===== src/rtl/counter_snapshot_fifo.sv =====
// Snapshot FIFO: captures the tick counter and its delta since the last accepted capture,
// drained over valid/ready. Captures that arrive while full are dropped and counted.
module counter_snapshot_fifo #(
    parameter int unsigned WIDTH  = 32,
    parameter int unsigned DEPTH  = 4,
    parameter int unsigned DROP_W = 8
) (
    input  logic                     clock,
    input  logic                     rst_n,
    input  logic [WIDTH-1:0]         count_in,
    input  logic                     snap_req,
    output logic                     out_valid,
    input  logic                     out_ready,
    output logic [WIDTH-1:0]         out_data,
    output logic [WIDTH-1:0]         out_delta,
    output logic [$clog2(DEPTH):0]   level,
    output logic [DROP_W-1:0]        drop_count,
    output logic                     overflow,
    input  logic                     clear_drops
);

    localparam int unsigned PW = $clog2(DEPTH);
    localparam int unsigned LW = PW + 1;

    logic [WIDTH-1:0]  data_mem  [DEPTH];
    logic [WIDTH-1:0]  delta_mem [DEPTH];

    logic [PW-1:0]     wr_ptr_q, wr_ptr_d;
    logic [PW-1:0]     rd_ptr_q, rd_ptr_d;
    logic [LW-1:0]     level_q, level_d;
    logic [WIDTH-1:0]  last_q, last_d;
    logic [DROP_W-1:0] drop_q, drop_d;
    logic              ovf_q, ovf_d;

    logic              pop;
    logic              full;
    logic              push_ok;
    logic              drop;
    logic [WIDTH-1:0]  new_delta;

    assign full      = (level_q == LW'(DEPTH));
    assign pop       = out_valid & out_ready;
    assign push_ok   = snap_req & (~full | pop);
    assign drop      = snap_req & full & ~pop;
    assign new_delta = count_in - last_q;

    always_comb begin
        wr_ptr_d = wr_ptr_q;
        rd_ptr_d = rd_ptr_q;
        level_d  = level_q;
        last_d   = last_q;
        drop_d   = drop_q;
        ovf_d    = ovf_q;

        if (push_ok) begin
            wr_ptr_d = wr_ptr_q + PW'(1);
            last_d   = count_in;
        end
        if (pop) begin
            rd_ptr_d = rd_ptr_q + PW'(1);
        end

        unique case ({push_ok, pop})
            2'b10:   level_d = level_q + LW'(1);
            2'b01:   level_d = level_q - LW'(1);
            default: level_d = level_q;
        endcase

        // Clear takes effect first, so a drop in the same cycle still counts as one.
        if (clear_drops) begin
            drop_d = drop ? DROP_W'(1) : '0;
            ovf_d  = drop;
        end else if (drop) begin
            ovf_d = 1'b1;
            if (!(&drop_q)) begin
                drop_d = drop_q + DROP_W'(1);
            end
        end
    end

    always_ff @(posedge clock or negedge rst_n) begin
        if (!rst_n) begin
            wr_ptr_q <= '0;
            rd_ptr_q <= '0;
            level_q  <= '0;
            last_q   <= '0;
            drop_q   <= '0;
            ovf_q    <= 1'b0;
        end else begin
            wr_ptr_q <= wr_ptr_d;
            rd_ptr_q <= rd_ptr_d;
            level_q  <= level_d;
            last_q   <= last_d;
            drop_q   <= drop_d;
            ovf_q    <= ovf_d;
        end
    end

    // Storage is deliberately left unreset; validity comes from level_q alone.
    always_ff @(posedge clock) begin
        if (push_ok) begin
            data_mem[wr_ptr_q]  <= count_in;
            delta_mem[wr_ptr_q] <= new_delta;
        end
    end

    always_comb begin
        out_valid  = (level_q != '0);
        out_data   = out_valid ? data_mem[rd_ptr_q]  : '0;
        out_delta  = out_valid ? delta_mem[rd_ptr_q] : '0;
        level      = level_q;
        drop_count = drop_q;
        overflow   = ovf_q;
    end

endmodule


===== config.mk =====
export PLATFORM = sky130hd
export DESIGN_NAME = counter_snapshot_fifo
export DESIGN_NICKNAME = d
export VERILOG_FILES = /design/src/rtl/counter_snapshot_fifo.sv
export SDC_FILE = /design/constraint.sdc
export NUM_CORES = 1
export LEC_CHECK = 0
export CORE_UTILIZATION = 55
export CTS_CLUSTER_SIZE = 10
export DETAILED_ROUTE_END_ITERATION = 12
export GPL_ROUTABILITY_DRIVEN = 0
export PLACE_DENSITY = 0.78
export SLEW_MARGIN = 20
export SYNTH_ARGS = -nofsm -noshare
export SYNTH_HDL_FRONTEND = slang
export SYNTH_SLANG_ARGS = --single-unit

===== constraint.sdc =====
create_clock -name clock -period 7.2 [get_ports clock]
set_input_delay 1.44 -clock clock [delete_from_list [all_inputs] [get_ports clock]]
set_output_delay 1.44 -clock clock [all_outputs]
set_load 0.01 [all_outputs]

==> results_dict.tcl, run 1 <==
set metrics [dict create \
    outcome "finished, final reports clean" \
    synth-main-ff-cell "edfxtp_1" \
    avgSynthCellArea_um2 16.16 \
    fmax_mhz 211.0 \
    antenna_left 0 \
    grt_overflow 0 \
    cts_resized 0 \
    crit_path_max_fanout 37 \
    grt_antenna_before_repair 0 \
    numCtsBuffers 36 \
    critPathCaptureType "primary output" \
    synthCells 836 \
    core_area_um2 23750 \
    clockBufferDepth 3 \
    first_pass_iters 5 \
    setup_viol 0 \
    yosysWarnings 0 \
    grt_pass1_wl_um 42750 \
    grt.total_usage 0.2183 \
    drive_gt1_frac 0.1574 \
    routed_wl_um 26280 \
    holdCritPathClass "register to register" \
    max_stage_delay_ns 0.90 \
    ys_types 59 \
    totalPowerFinal_mw 6.875 \
    hold_buffers 0 \
    die_area_um2 25200 \
    tightest_slew_ns 0.9137 \
    hold_ws_ns 0.4897 \
    wl_per_cell_um 20.06 \
    slowest_stage "dfrtp_4" \
    fin_worst_skew_ns 0.02197 \
    route.vias.total 7473 \
    clk_latency_ns 0.51 \
    area_growth_pct 19.06 \
    drv_slew 0 \
    cp-start-kind "register" \
    arrival_ns 3.30 \
    rsz0062_at_grt "false" \
    num_antenna_cells 0 \
    finalSetupTns_ns 0 \
    fp.dieW_um 158.7 \
    tritoncts "done" \
    crit_chain "buf_4, mux4_2, and2_1, clkdlybuf4s50_1" \
    maxCapViolations 0 \
    route.detailed.drc 0 \
    powerDensity_nw_per_um2 427.4 \
    port_buffers 113 \
    grt_start_max_net_pins 67 \
    ys_seq_area_frac 0.6579 \
    ios 114 \
    grt_pass1_vias 7719 \
    path_class "register to primary output" \
    power_leakage_nw 5.729 \
    synth-edff-count 256 \
    final.fill_count 1578 \
    ir_drop_mv 0.3007 \
    hpwl_um 16740 \
    clkTransAtPathRegs_ns 0.05 \
    crit_required_ns 5.76 \
    max_slew_margin 0.3909 \
    post_cts_buffers 0 \
    hold_viol 0 \
    finalCritPeriodShare 0.6582 \
    cts-root-buf "clkbuf_16" \
    syn_area_um2 13510 \
    ys_seq_elements 304 \
    min_period_ns 4.739 \
    num_rows 56 \
    routed_via_density 5.705 \
    cts.sinks 304 \
    syn_nets 912 \
    stdcell_count 1310 \
    drtIter0Drc 513 \
    die_h_um 158.7 \
    htreeDepth 2 \
    dp_cells 1244 \
    ys_async_sr_fraction 0.1579 \
    start_util 0.5688 \
    nets 1039 \
]
==> report_power, final <==
group          switching (mW)  internal, mW
clock network           0.661         0.993
logic                    1.21          1.33
registers               0.208          2.47
==> cell type report <==
cell class / instances / area [um2] / area share
clock buffers: 64 / 1059 / 0.06581
clock inverters: 2 / 21.27 / 0.001322
inverters: 48 / 180.2 / 0.01120
multi-input cells: 450 / 4332 / 0.2693
flip-flops and latches: 304 / 8894 / 0.5529
well taps: 319 / 399.1 / 0.02481
repair buffers: 123 / 1201 / 0.07467
==> layer usage <==
metal / global-route usage / share of wire
met5: 0 / 0
met2: 0.3447 / 0.47
met1: 0.3155 / 0.45
met3: 0.04127 / 0.061
met4: 0.05384 / 0.017
==> Yosys cell counts (5+ instances only) <==
cell      count  area, um2
dfrtp_1      48       1201
mux4_2       64       1441
edfxtp_1    256       7687
inv_1        48      180.2
xor2_1       15      131.4
ha_1         37      462.9
and2_1       69      431.7
a21o_1       13      97.59
o21ai_1       7      35.03
nand4_1       7      43.79
buf_2        13      65.06
nand3_1      10      50.05
mux2_2       19      214.0
xnor2_1      26      227.7
nor2b_1       5      31.28
clkbuf_1     19      71.32
a21oi_1      28      140.1
o21ai_0      15      75.07
mux2_1       12      135.1
nand2_1      31      116.4
nor2_1       31      116.4
==> worst max-delay path: cells and delay by family, from the launching register on <==
kind | cells | cell delay (ns)
buf+inv | 2 | 1.09
flops | 1 | 0.90
mux | 1 | 0.62
simple gates | 1 | 0.17
==> sequential cells by signal (all words and copies together) (netlist names) <==
name and cells:
wr_ptr_q 2, last_q 32, level 3, drop_count 8
delta_mem 128, data_mem 128, rd_ptr_q 2, overflow 1
==> through the flow <==
| stage | setup slack [ns] | util | cell area, um2 |
|---|---|---|---|
| final | 2.461 | 0.6772 | 16090 |
| after global routing | 2.206 | 0.6772 | 16090 |
| after CTS | 2.349 | 0.6772 | 16090 |
| after detailed placement | 2.591 | 0.6317 | 15010 |
| after global placement | 2.633 | 0.6317 | 15010 |
| after floorplan | 2.114 | - | 13510 |
==> cell families after synthesis <==
| kind of cell | after synthesis | share of synthesized area |
|---|---|---|
| buffers and inverters | 82 | 0.02399 |
| AND/OR/NAND/NOR | 175 | 0.07010 |
| AO/OA/AOI/OAI | 98 | 0.05020 |
| flip-flops | 304 | 0.6579 |
| multiplexers | 97 | 0.1340 |
| adder cells (fa/ha/maj) | 39 | 0.03723 |
| XOR/XNOR | 41 | 0.02658 |
==> final timing paths <==
kind	start	end	slack, ns	depth (start not counted)
max	rd_ptr_q[0]	out_delta[18]	2.46	4
min	last_q[12]	last_q[12]	0.49	1
max reg2reg	level[2]	data_mem[0][9]	4.02	5
min reg2reg	last_q[12]	last_q[12]	0.49	1
max in group asynchronous	rst_n	rd_ptr_q[0]	5.62	2
min in group asynchronous	rst_n	last_q[24]	1.06	2
==> cells in the final DEF, fill, tap and decap left out, types with 3 or more instances in the layout <==
master	synthesis	layout
ha_1	37	37
nand3_1	10	10
nor2b_1	5	5
and2_1	69	69
clkbuf_1	19	25
o31ai_2	4	4
xor2_1	15	15
nand2b_1	4	3
mux2_1	12	12
edfxtp_1	256	256
nor3_1	3	3
nor2_4	0	4
mux4_2	64	64
dfrtp_1	48	46
nor2_1	31	27
buf_4	0	10
clkdlybuf4s50_1	0	112
nor4_1	3	3
nand4_1	7	7
o21a_1	4	4
mux2_2	19	19
and3_1	3	3
a21o_1	13	13
o21ai_0	15	15
a21oi_1	28	28
nand2_1	31	31
xnor2_1	26	26
clkbuf_16	0	38
inv_1	48	48
o21ai_1	7	7
Power figures use the tool's default switching activity.
==> run 2, diff against run 1 <==
--- a/config.mk
+++ b/config.mk
@@ -5,7 +5,7 @@
 export SDC_FILE = /design/constraint.sdc
 export NUM_CORES = 1
 export LEC_CHECK = 0
-export CORE_UTILIZATION = 55
+export CORE_UTILIZATION = 52
 export CTS_CLUSTER_SIZE = 10
 export DETAILED_ROUTE_END_ITERATION = 12
 export GPL_ROUTABILITY_DRIVEN = 0
==> constraint.sdc (replaced) <==
create_clock -name clock -period 3.8 [get_ports clock]
set_input_delay 0.76 -clock clock [delete_from_list [all_inputs] [get_ports clock]]
set_output_delay 0.76 -clock clock [all_outputs]
set_load 0.01 [all_outputs]
==> results_dict.tcl, run 2 (synthesis results as in run 1) <==
set metrics [dict create \
    clk_latency_ns 0.52 \
    hold_buffers 0 \
    routed_wl_um 26050 \
    route.vias.total 7542 \
    hpwl_um 16350 \
    clkTransAtPathRegs_ns 0.05 \
    cts-root-buf "clkbuf_16" \
    max_stage_delay_ns 0.91 \
    hold_ws_ns 0.3698 \
    slowest_stage "or3_2" \
    regToRegEndpoint "level[1]" \
    clockBufferDepth 3 \
    final_util 0.6376 \
    place_ws_ns 0.1631 \
    port_buffers 113 \
    arrival_ns 2.72 \
    drive_gt1_frac 0.1605 \
    grt_pass1_wl_um 41520 \
    met2_usage 0.3242 \
    ir_drop_mv 0.5167 \
    fin_ws_ns 0.3218 \
    grtUsageMet1 0.2898 \
    hold_viol 0 \
    core_area_um2 25330 \
    rsz0062_at_grt "false" \
    grt_overflow 0 \
    start_util 0.5334 \
    busiest_layer "met2" \
    regToRegSetupSlack_ns 1.10 \
    crit_chain "or3_2, and2_1, clkdlybuf4s50_1" \
    num_antenna_cells 0 \
    cts.sinks 304 \
    antenna_left 0 \
    htreeDepth 2 \
    cts_resized 0 \
    drv_slew 0 \
    grt_pass1_vias 7699 \
    route.detailed.drc 0 \
    fin_worst_skew_ns 0.02543 \
    numCtsBuffers 36 \
    use_met3 0.03504 \
    mostFrequentLayoutCells "edfxtp_1 (256), clkdlybuf4s50_1 (112), and2_1 (69), mux4_2 (64), inv_1 (48)" \
    grt_start_max_net_pins 67 \
    ios 114 \
    finalSetupTns_ns 0 \
    num_rows 58 \
    r2r_start "level[1]" \
    powerDensity_nw_per_um2 806.2 \
    critPathCaptureType "primary output" \
    path_buf_inv 1 \
    setup_viol 0 \
    path_class "register to primary output" \
    fmax_mhz 287.5 \
    finalCritPeriodShare 0.9153 \
    min_period_ns 3.478 \
    rr_worst_depth 6 \
    final_common_cell "edfxtp_1" \
    fp.dieW_um 163.2 \
    area_growth_pct 19.53 \
    largest_registers "data_mem (128), delta_mem (128), last_q (32)" \
    wl_per_cell_um 19.63 \
    outcome "finished, final reports clean" \
    first_pass_iters 5 \
    grt.total_usage 0.2037 \
    critical-path-top-delay-family "simple AND/OR/NAND/NOR gates" \
    nets 1046 \
    totalPowerFinal_mw 13.02 \
    crit_path_max_fanout 66 \
    power_leakage_nw 5.752 \
    crit_required_ns 3.04 \
    holdCritPathClass "input pin to async pin" \
    maxCapViolations 0 \
    die_h_um 163.2 \
    die_area_um2 26630 \
    cp-start-kind "register" \
    grt_antenna_before_repair 0 \
    post_cts_buffers 0 \
    max_slew_margin 0.3292 \
    routed_via_density 5.683 \
    tightest_slew_ns 1.006 \
    drtIter0Drc 559 \
    tritoncts "done" \
]
## run 2: cell count changes in the layout (fill, tap and decap cells not counted), sizes merged
| cell | before | now |
|---|---|---|
| clkbuf | 64 | 62 |
| inv | 48 | 49 |
| buf | 11 | 18 |
## run 2: final cells by class
| cell class | instances | area (um2) |
|---|---|---|
| fillers | 1786 | 9178 |
| flip-flops and latches | 304 | 8894 |
| multi-input cells | 450 | 4332 |
| repair buffers | 130 | 1304 |
| clock buffers | 62 | 998.5 |
| well taps | 330 | 412.9 |
| inverters | 48 | 180.2 |
| clock inverters | 3 | 28.78 |
## run 2: power by group
part | switching (mW) | leakage, nW | internal, mW
Clock | 1.22 | 0.487 | 1.78
Combinational | 2.43 | 2.34 | 2.60
Sequential | 0.309 | 2.93 | 4.69
Total | 3.95 | 5.75 | 9.07
## run 2: metrics by stage
stage	instances	instance area (um2)
after global routing	1327	16150
after CTS	1327	16150
after global placement	1262	15120
after detailed placement	1262	15120
final	1327	16150
after floorplan	836	13510
## run 2: worst max path at each step
stage / from / endpoint / slack [ns] / cells after the start
after floorplan: out_ready / data_mem[0][0] / -0.61 / 5
after global placement: count_in[0] / delta_mem[2][28] / 0.21 / 11
after detailed placement: count_in[0] / delta_mem[2][28] / 0.16 / 11
after CTS: level[1] / out_data[15] / 0.26 / 3
after global routing: level[1] / out_delta[19] / 0.18 / 3
final: level[1] / out_data[6] / 0.32 / 3
## run 2: routing by layer
metal,wire [um],up-vias
met5,0,-
met4,454,0
met3,1484,38
met2,12390,214
met1,11720,3839
li1,-,3451
